## config.mk

```make
export PLATFORM = sky130hd
export DESIGN_NAME = srff_bank_flat
export DESIGN_NICKNAME = d
export VERILOG_FILES = /design/src/rtl/srff_bank_if.sv /design/src/rtl/srff_bank.sv /design/src/flat_wrapper.sv
export SDC_FILE = /design/constraint.sdc
export NUM_CORES = 1
export LEC_CHECK = 0
export CORE_UTILIZATION = 45
export DETAILED_ROUTE_END_ITERATION = 10
export HOLD_SLACK_MARGIN = 0.05
export PLACE_DENSITY = 0.91
export RECOVER_POWER = 50
export SLEW_MARGIN = 20
export SYNTH_ARGS = -nofsm -noshare
export SYNTH_HDL_FRONTEND = slang
export SYNTH_SLANG_ARGS = --single-unit
```

## constraint.sdc

```tcl
create_clock -name clk -period 1.7 [get_ports clk]
set_input_delay 0.51 -clock clk [delete_from_list [all_inputs] [get_ports clk]]
set_output_delay 0.51 -clock clk [all_outputs]
set_load 0.05 [all_outputs]
```

## src/rtl/srff_bank_if.sv

```systemverilog
// Control, data and status bundle for srff_bank.
// master drives the inputs and observes state; slave is the storage bank.
interface srff_bank_if #(
  parameter int WIDTH = 8,
  parameter int CNT_W = 8
);
  logic             en;
  logic [1:0]       mode;
  logic [1:0]       pol;
  logic [WIDTH-1:0] s;
  logic [WIDTH-1:0] r;
  logic             conflict_clr;
  logic [WIDTH-1:0] q;
  logic [WIDTH-1:0] qn;
  logic [WIDTH-1:0] chg;
  logic [WIDTH-1:0] conflict;
  logic [CNT_W-1:0] conflict_cnt;

  modport master (
    output en, mode, pol, s, r, conflict_clr,
    input  q, qn, chg, conflict, conflict_cnt
  );

  modport slave (
    input  en, mode, pol, s, r, conflict_clr,
    output q, qn, chg, conflict, conflict_cnt
  );
endinterface

```

## src/rtl/srff_bank.sv

```systemverilog
// Bank of WIDTH storage bits with run-time SR/JK/D/T mode, defined SR conflict policy,
// sticky conflict flags and a saturating conflict counter. Latency 1 cycle; no backpressure (en=0 holds).
module srff_bank #(
  parameter int               WIDTH     = 8,
  parameter int               CNT_W     = 8,
  parameter logic [WIDTH-1:0] RESET_VAL = {WIDTH{1'b0}}
) (
  input  logic        clk,
  input  logic        rst_n,
  srff_bank_if.slave  bus
);

  localparam logic [1:0] MODE_SR = 2'b00;
  localparam logic [1:0] MODE_JK = 2'b01;
  localparam logic [1:0] MODE_D  = 2'b10;
  localparam logic [1:0] MODE_T  = 2'b11;

  localparam logic [1:0] POL_HOLD = 2'b00;
  localparam logic [1:0] POL_SET  = 2'b01;
  localparam logic [1:0] POL_RST  = 2'b10;
  localparam logic [1:0] POL_TOG  = 2'b11;

  localparam logic [CNT_W-1:0] CNT_MAX = {CNT_W{1'b1}};
  localparam logic [CNT_W-1:0] CNT_ONE = CNT_W'(1);

  logic [WIDTH-1:0] r_q;
  logic [WIDTH-1:0] r_chg;
  logic [WIDTH-1:0] r_conflict;
  logic [CNT_W-1:0] r_cnt;

  logic [WIDTH-1:0] w_q_nxt;
  logic [WIDTH-1:0] w_conf;
  logic             w_any_conf;

  always_comb begin
    w_q_nxt = r_q;
    for (int i = 0; i < WIDTH; i++) begin
      case (bus.mode)
        MODE_SR, MODE_JK: begin
          case ({bus.s[i], bus.r[i]})
            2'b10:   w_q_nxt[i] = 1'b1;
            2'b01:   w_q_nxt[i] = 1'b0;
            2'b11: begin
              if (bus.mode == MODE_JK) begin
                w_q_nxt[i] = ~r_q[i];
              end else begin
                case (bus.pol)
                  POL_HOLD: w_q_nxt[i] = r_q[i];
                  POL_SET:  w_q_nxt[i] = 1'b1;
                  POL_RST:  w_q_nxt[i] = 1'b0;
                  POL_TOG:  w_q_nxt[i] = ~r_q[i];
                  default:  w_q_nxt[i] = r_q[i];
                endcase
              end
            end
            default: w_q_nxt[i] = r_q[i];
          endcase
        end
        MODE_D:  w_q_nxt[i] = bus.s[i];
        MODE_T:  w_q_nxt[i] = bus.s[i] ^ r_q[i];
        default: w_q_nxt[i] = r_q[i];
      endcase
    end
  end

  // Only an enabled SR-mode update can conflict; JK/D/T have a defined 11 meaning.
  assign w_conf     = (bus.en && (bus.mode == MODE_SR)) ? (bus.s & bus.r) : {WIDTH{1'b0}};
  assign w_any_conf = |w_conf;

  always_ff @(posedge clk or negedge rst_n) begin
    if (!rst_n) begin
      r_q        <= RESET_VAL;
      r_chg      <= {WIDTH{1'b0}};
      r_conflict <= {WIDTH{1'b0}};
      r_cnt      <= {CNT_W{1'b0}};
    end else begin
      if (bus.en) begin
        r_q   <= w_q_nxt;
        r_chg <= w_q_nxt ^ r_q;
      end else begin
        r_chg <= {WIDTH{1'b0}};
      end

      // A conflict in the clearing cycle survives the clear.
      r_conflict <= (bus.conflict_clr ? {WIDTH{1'b0}} : r_conflict) | w_conf;

      if (bus.conflict_clr) begin
        r_cnt <= w_any_conf ? CNT_ONE : {CNT_W{1'b0}};
      end else if (w_any_conf && (r_cnt != CNT_MAX)) begin
        r_cnt <= r_cnt + CNT_ONE;
      end
    end
  end

  assign bus.q            = r_q;
  assign bus.qn           = ~r_q;
  assign bus.chg          = r_chg;
  assign bus.conflict     = r_conflict;
  assign bus.conflict_cnt = r_cnt;

endmodule

```

## src/flat_wrapper.sv

```systemverilog
// flat-port wrapper written by rule: the top's interface ports become plain ports
module srff_bank_flat 
#(
  parameter int               WIDTH     = 8,
  parameter int               CNT_W     = 8,
  parameter logic [WIDTH-1:0] RESET_VAL = {WIDTH{1'b0}}
)
  (clk, rst_n, bus_en, bus_mode, bus_pol, bus_s, bus_r, bus_conflict_clr, bus_q, bus_qn, bus_chg, bus_conflict, bus_conflict_cnt);
  srff_bank_if #(.WIDTH(WIDTH), .CNT_W(CNT_W)) bus_i ();
  input  logic clk;
  input  logic rst_n;
  input wire logic [$bits(bus_i.en)-1:0] bus_en;
  input wire logic [$bits(bus_i.mode)-1:0] bus_mode;
  input wire logic [$bits(bus_i.pol)-1:0] bus_pol;
  input wire logic [$bits(bus_i.s)-1:0] bus_s;
  input wire logic [$bits(bus_i.r)-1:0] bus_r;
  input wire logic [$bits(bus_i.conflict_clr)-1:0] bus_conflict_clr;
  output wire logic [$bits(bus_i.q)-1:0] bus_q;
  output wire logic [$bits(bus_i.qn)-1:0] bus_qn;
  output wire logic [$bits(bus_i.chg)-1:0] bus_chg;
  output wire logic [$bits(bus_i.conflict)-1:0] bus_conflict;
  output wire logic [$bits(bus_i.conflict_cnt)-1:0] bus_conflict_cnt;
  assign bus_i.en = bus_en;
  assign bus_i.mode = bus_mode;
  assign bus_i.pol = bus_pol;
  assign bus_i.s = bus_s;
  assign bus_i.r = bus_r;
  assign bus_i.conflict_clr = bus_conflict_clr;
  assign bus_q = bus_i.q;
  assign bus_qn = bus_i.qn;
  assign bus_chg = bus_i.chg;
  assign bus_conflict = bus_i.conflict;
  assign bus_conflict_cnt = bus_i.conflict_cnt;
  srff_bank #(.WIDTH(WIDTH), .CNT_W(CNT_W), .RESET_VAL(RESET_VAL)) u_core (.clk(clk), .rst_n(rst_n), .bus(bus_i));
endmodule
```

==> summary.txt <==
Status: finished, violations left
Violated checks: negative setup slack
Worst Hold Class: reg2reg
DRC errors left: 0
Syn avg cell area: 8.50 sq um
Seq/Total Area, Yosys: 42.8%
Pin count of the biggest net entering global routing: 33
Post-synth EDFFs: 0
Ys async rst share: 100%
Worst Setup Start Kind: primary input
DP HPWL: 4.64 mm
Pre-CTS WS: -0.554 ns
Drt pass-1 iters: 5
Total track usage: 33.8%
Top-Level Pins: 64
Worst endpoint data arrival time: 1.95 ns
Initial antenna violation count: 0
P_leak: 1.54 nW
CTS Buf Count: 5
Multi-input logic area: 0.00104 sq mm
Metal2 WL: 3.83 mm
Syn nets: 245
Fmax: 583 MHz
Inst Count DP: 363
Area Growth Syn to Fin: 76.7%
Clock tree buffer depth: 2
# nets final: 349
CP Data Required Time: 1.93 ns
DR top layer: met4
Slew margin rel.: 44.3%
Antenna Diode Count: 0
Total number of yosys warnings: 0
GR Overflow Total: 0
Avg WL per Cell: 19.4 um
Share of cells above drive strength 1: 37.5%
Die Span Y: 66.5 um
Slew @ Worst Pin: 0.835 ns
Ratio of final minimum period to clock period: 101%
Core Region: 0.00400 sq mm
Total die area: 0.00442 sq mm
Chip width: 66.5 um
Non-filler cells, final: 375
Clk sink count: 32
Post-route setup slack: -0.0155 ns
Max Clock Skew: 0.00774 ns
CTS root buf: clkbuf_8
Via Count: 2332
Final hold violations: 0
Maximum vdd drop: 0.792 mV
Register area: 811 sq um
Vias in the first global route: 2255
Mapped Area: 0.00187 sq mm
Max cap viols: 0
Total routed wirelength: 7.26 mm
Worst-Skew Late Latency: 0.30 ns
PortBufs: 63
Remaining antenna violation count after routing: 0
Post-layout min period: 1.72 ns
RD Place Congestion: 0.923
Initial DRC count: 246
Flops & latches, synth: 32
CTS tree: done
Global-route wire length before repair: 11.0 mm
Cell Pwr Density: 931 mW/mm^2
Pwr Total: 0.00308 W
Met3 wire len: 583 um
CTS H-tree depth: 2
CP max FO: 4
Synth Flop Type: dfrtp_1
CP endpoint kind: flop
Fillers: 204
Final TNS setup: -0.0155 ns
CTS hold repair buffers: 0
Cells after Synth: 220
Via-to-Cell Ratio: 6.22
Worst-path clk slew: 0.07 ns
Wl on met1: 2.54 mm
Fin util: 82.6%
Starting Density: 46.8%
# setup viols final: 1
CP Class: in2reg
Max Slew Vio Count: 0
Synth unique cells: 37
Row count: 23
cells in the mapped netlist, drive strengths merged (5+ instances only):
cell type / number / area [sq um]
nor2b: 9 / 56.3
dfrtp: 32 / 801
a21oi: 11 / 55.1
nand3: 5 / 25.0
nor2: 13 / 56.3
inv: 19 / 71.3
o22ai: 8 / 50.1
nand2: 40 / 158
o21ai: 18 / 90.1
a31oi: 5 / 31.3
routing by layer:
metal / global-route usage (%) / vias to the layer above
li1: - / 989
met4: 18.6 / 0
met1: 38.7 / 1109
met2: 57.7 / 192
met3: 7.88 / 42
met5: 0 / -
critical path, cell delays in order:
cell	delay [ns]
dlygate4sd2_1	0.26
nand2_1	0.11
nand4_1	0.20
buf_4	0.15
o21bai_2	0.09
or4_1	0.54
nand2_1	0.09
sequential cells by signal, indices dropped and copies added, names as in the netlist:
name                     flops
u_core.bus.chg               8
u_core.bus.conflict          8
u_core.bus.conflict_cnt      8
u_core.bus.q                 8
cells in the final DEF, fill, tap and decap left out, types with 2 or more instances in the layout:
cell            count
nor3_1              3
a32oi_2             2
nand2_1            32
inv_1              19
mux2_2              3
o21ai_1             4
buf_6               2
nand4_1             4
dfrtp_2             8
o21ai_0            14
a31oi_1             4
clkbuf_2            9
o311ai_1            2
nor2b_1             8
nand2_2             7
dfrtp_1            24
nand2b_1            4
buf_4              38
or4_1               3
nand3_1             5
buf_12             30
dlymetal6s2s_1      4
a21boi_0            4
a21oi_1            10
nor2_1             12
o21a_1              2
a21bo_2             2
o22ai_1             8
mux2i_1             3
o2bb2ai_1           2
clkbuf_8            7
o221ai_1            4
dlygate4sd2_1      18
dlygate4sd3_1       2
xnor2_1             2
and2_1              2
through the flow:
stage / hold slack (ns) / area [sq um]
3_5_place_dp: 0.567 / 3220
2_1_floorplan: 0.214 / 1880
3_3_place_gp: 0.566 / 3220
4_1_cts: 0.575 / 3400
6_report: 0.528 / 3310
5_1_grt: 0.562 / 3310
cells by family (layout without fill, tap and decap cells):
group / after synthesis / after routing / synth area share, %
DFF: 32 / 32 / 42.8
muxes: 6 / 6 / 3.41
adders and majority gates: 1 / 1 / 0.669
xor gates and xnor gates: 2 / 2 / 0.937
AOI/OAI and AO/OA: 65 / 66 / 23.2
and+or+nand+nor: 87 / 87 / 22.6
buffers and inverters: 27 / 131 / 6.35
what timing repair did:
item	CTS	global route
gates resized for setup	33	20
setup endpoints to repair	24	19
cloned	1	0
setup buffers	3	0
pin swaps	6	5
hold endpoints to repair	0	0
layout make-up:
type / instances / share of cell area (%)
multi-input cells: 162 / 31.6
inverters: 19 / 2.16
clock buffers: 7 / 2.91
repair buffers: 104 / 36.0
clock inverters: 1 / 0.908
well taps: 50 / 1.89
flip-flops and latches: 32 / 24.5
worst paths after layout:
path / startpoint / depth (start not counted) / endpoint / slack (ns)
worst max register to register: u_core.bus.conflict_cnt[1] / 5 / u_core.bus.conflict_cnt[6] / -0.01
worst min register to register: u_core.bus.conflict[2] / 2 / u_core.bus.conflict[2] / 0.53
min in group asynchronous: rst_n / 2 / u_core.bus.conflict_cnt[2] / 0.85
max in group asynchronous: rst_n / 2 / u_core.bus.q[3] / 0.27
worst min-delay path: u_core.bus.conflict[2] / 2 / u_core.bus.conflict[2] / 0.53
worst max-delay path: bus_r[0] / 7 / u_core.bus.conflict_cnt[6] / -0.02
report_power, final:
| group | switching (W) | total [W] | leakage, nW | internal (W) |
|---|---|---|---|---|
| clock network | 0.000314 | 0.000832 | 0.0645 | 0.000517 |
| registers | 0.000117 | 0.000957 | 0.408 | 0.000840 |
| logic | 0.000738 | 0.00129 | 1.07 | 0.000551 |
| total | 0.00117 | 0.00308 | 1.54 | 0.00191 |
No activity file was read; power rests on OpenSTA's default activity.
==> variant (same settings) <==
`WIDTH` is set to 8 in 3 places; all go to 10.
--- a/src/rtl/srff_bank_if.sv
+++ b/src/rtl/srff_bank_if.sv
@@ -1,7 +1,7 @@
 // Control, data and status bundle for srff_bank.
 // master drives the inputs and observes state; slave is the storage bank.
 interface srff_bank_if #(
-  parameter int WIDTH = 8,
+  parameter int WIDTH = 10,
   parameter int CNT_W = 8
 );
   logic             en;
--- a/src/rtl/srff_bank.sv
+++ b/src/rtl/srff_bank.sv
@@ -1,7 +1,7 @@
 // Bank of WIDTH storage bits with run-time SR/JK/D/T mode, defined SR conflict policy,
 // sticky conflict flags and a saturating conflict counter. Latency 1 cycle; no backpressure (en=0 holds).
 module srff_bank #(
-  parameter int               WIDTH     = 8,
+  parameter int               WIDTH     = 10,
   parameter int               CNT_W     = 8,
   parameter logic [WIDTH-1:0] RESET_VAL = {WIDTH{1'b0}}
 ) (
--- a/src/flat_wrapper.sv
+++ b/src/flat_wrapper.sv
@@ -1,7 +1,7 @@
 // flat-port wrapper written by rule: the top's interface ports become plain ports
 module srff_bank_flat 
 #(
-  parameter int               WIDTH     = 8,
+  parameter int               WIDTH     = 10,
   parameter int               CNT_W     = 8,
   parameter logic [WIDTH-1:0] RESET_VAL = {WIDTH{1'b0}}
 )
Interface: changed (6 resized); port bits go from 64 to 76. The function was not compared with the original's and may differ.
==> variant against the unedited design <==
  * The flow still finishes with violations (setup timing)
  * Synthesized cell count increased by 13%
  * Routed wire length is 35% higher
  * Sequential cell count is 6 higher
  * Design area is 21% higher
  * First-iteration DRC count rose by 100%
  * Clock power shrank 5.4%
  * Total power rose by 16%
  * Area after synthesis increased by 17%
  * Worst setup slack got worse by 120 ps
  * Sequential power up 20%
  * Clock skew is 4.8 ps lower
  * Critical endpoint is now u_core.bus.conflict_cnt[4]
  * Largest cell class unchanged
  * Highest routed layer unchanged
==> variant: results (changes against the unedited design) <==
Synth
  – Synth Net Count: 277 (+13%)
  – Cell types with the highest counts after synthesis: 38 x sky130_fd_sc_hd__dfrtp_1, 31 x sky130_fd_sc_hd__nand2_1, 22 x sky130_fd_sc_hd__a21oi_1
  – Biggest area contributors in the synthesized netlist: sky130_fd_sc_hd__dfrtp_1 43%, sky130_fd_sc_hd__nand2_1 5.3%, sky130_fd_sc_hd__a21oi_1 5.0%
  – Distinct cell type count of the synthesized netlist: 44 (+19%)
  – Number of warnings printed during yosys synthesis: 0 (unchanged)
  – Area share of the largest cell type after synthesis: 43.4% (+0.59 points)
  – Share of synthesized area occupied by flip-flops and latches: 43.4% (+0.59 points)

Clock tree
  – Maximum root-to-sink buffer count: 2 (unchanged)

Finish
  – # nets final: 404 (+16%)
  – Share of final-layout standard cells stronger than drive strength 1: 43.1% (+5.5 points)
  – Fillers: 214 (+4.9%)

Critical path
  – Launch point of the worst path: bus_mode[0]
  – Critical Path AT: 2060 ps (+110 ps)
  – Reg2Reg Depth: 5 (unchanged)
  – Worst-path maximum fanout: 5 (+1)
  – Max stage delay on crit path: 510 ps (-30 ps)

Pwr
  – P_leak: 1.81 nW (+18%)
  – Maximum vdd drop: 667 uV (-16%)

Routing
  – Vias after detailed routing: 2948 (+26%)
  – Detailed-route wire length: 9800 um (+35%)
  – Number of detailed-routing iterations run before antenna repair: 5 (unchanged)
  – Number of violations reported at the end of detailed-routing iteration 0: 495 (+100%)

Global routing
  – Global router's overall resource usage: 35.7% (+2.0 points)
  – First-pass GRT wire length: 13700 um (+25%)
  – Pin count of the biggest net entering global routing: 26 (-21%)
  – Via count of the first global-routing pass: 2739 (+21%)

Outcome
  – Violations in the final reports: setup timing
  – Outcome: complete, but fails checks

STA
  – Worst setup skew after layout: 2.96 ps (-4.79 ps)
  – Setup Total Neg Slack: -828 ps (-812 ps)
  – Least-Margin Pin Slew: 992 ps (+157 ps)
  – Final Setup Violations: 15 (+14)
  – Final setup slack of the worst path: -134 ps (-119 ps)
  – Max-slew violation count: 0 (unchanged)

Placed design
  – HPWL reported at the end of detailed placement: 5970 um (+29%)
  – DP Worst Slack: -704 ps (-151 ps)
  – Placer congestion estimate: 0.863 (-6.5%)
  – Port Buf Inserts: 75 (+19%)

Worst hold path
  – Class of the tightest hold or removal check: in -> async
variant: changes by cell type after synthesis, moves of 7 or more:
cell	before	now
sky130_fd_sc_hd__o21ai_0	18	5
sky130_fd_sc_hd__a21oi_1	11	22
sky130_fd_sc_hd__o21ai_1	0	10
sky130_fd_sc_hd__a211oi_1	0	8
sky130_fd_sc_hd__a21boi_1	0	8
sky130_fd_sc_hd__clkbuf_1	4	12
sky130_fd_sc_hd__nand2_1	39	31
sky130_fd_sc_hd__o2bb2ai_1	2	10
sky130_fd_sc_hd__inv_1	19	12
sky130_fd_sc_hd__o22ai_1	8	1
variant: worst paths after layout:
kind	end	slack (ps)
hold reg to reg	u_core.bus.conflict[1]	570
setup / recovery	u_core.bus.conflict_cnt[4]	-130
max in group asynchronous	u_core.bus.q[4]	380
setup reg to reg	u_core.bus.conflict_cnt[4]	-50
hold / removal	u_core.bus.conflict_cnt[1]	340
min in group clk	u_core.bus.conflict[1]	570
variant: power breakdown:
part	internal, W	switching, W	total (W)
Sequential	0.000992	0.000159	0.00115
Clock	0.000432	0.000355	0.000787
Combinational	0.000720	0.000910	0.00163
Total	0.00214	0.00142	0.00357
variant: layer usage:
layer  vias up  track usage [%]  share of wire, %
li1       1178                -                 -
met1      1400             40.6                36
met2       303             58.6                48
met3        67             9.56                10
met4         0             24.8               6.0
met5         -                0                 0
variant: critical path, delay by kind of cell:
kind            cells  cell delay [ps]
compound gates      2              400
buf+inv             2              230
simple gates        2              910
variant: cells by family (layout without fill, tap and decap cells):
kind of cell	count (synthesis)	in the layout	share of synthesized area (%)
compound gates	95	95	30.3
simple gates	79	79	17.3
flops	38	38	43.4
buf+inv	28	156	5.37
mux	4	4	1.83
xor+xnor	3	3	1.20
fa+ha+maj	1	1	0.571
variant: stage by stage:
| stage | cell area [um^2] | cells | hold slack [ps] |
|---|---|---|---|
| global placement | 3850 | 418 | 451 |
| floorplan | 2210 | 248 | 214 |
| CTS | 4010 | 429 | 122 |
| detailed placement | 3850 | 418 | 459 |
| finish | 3990 | 430 | 337 |
| global route | 3990 | 430 | 398 |
variant: repair_timing:
action,in CTS,in global routing
setup endpoints to repair,29,19
resized for setup,48,44
endpoints found under the hold margin,0,0
cloned,0,0
pin swaps,8,17
setup buffers,3,1
hold buffers,0,0
variant: area by class of cell:
cell class / count / share of cell area, %
Multi-Input combinational cell: 182 / 31.4
Sequential cell: 38 / 23.9
Tap cell: 54 / 1.69
Clock buffer: 5 / 1.73
Clock inverter: 3 / 1.00
Timing Repair Buffer: 136 / 39.1
Inverter: 12 / 1.13
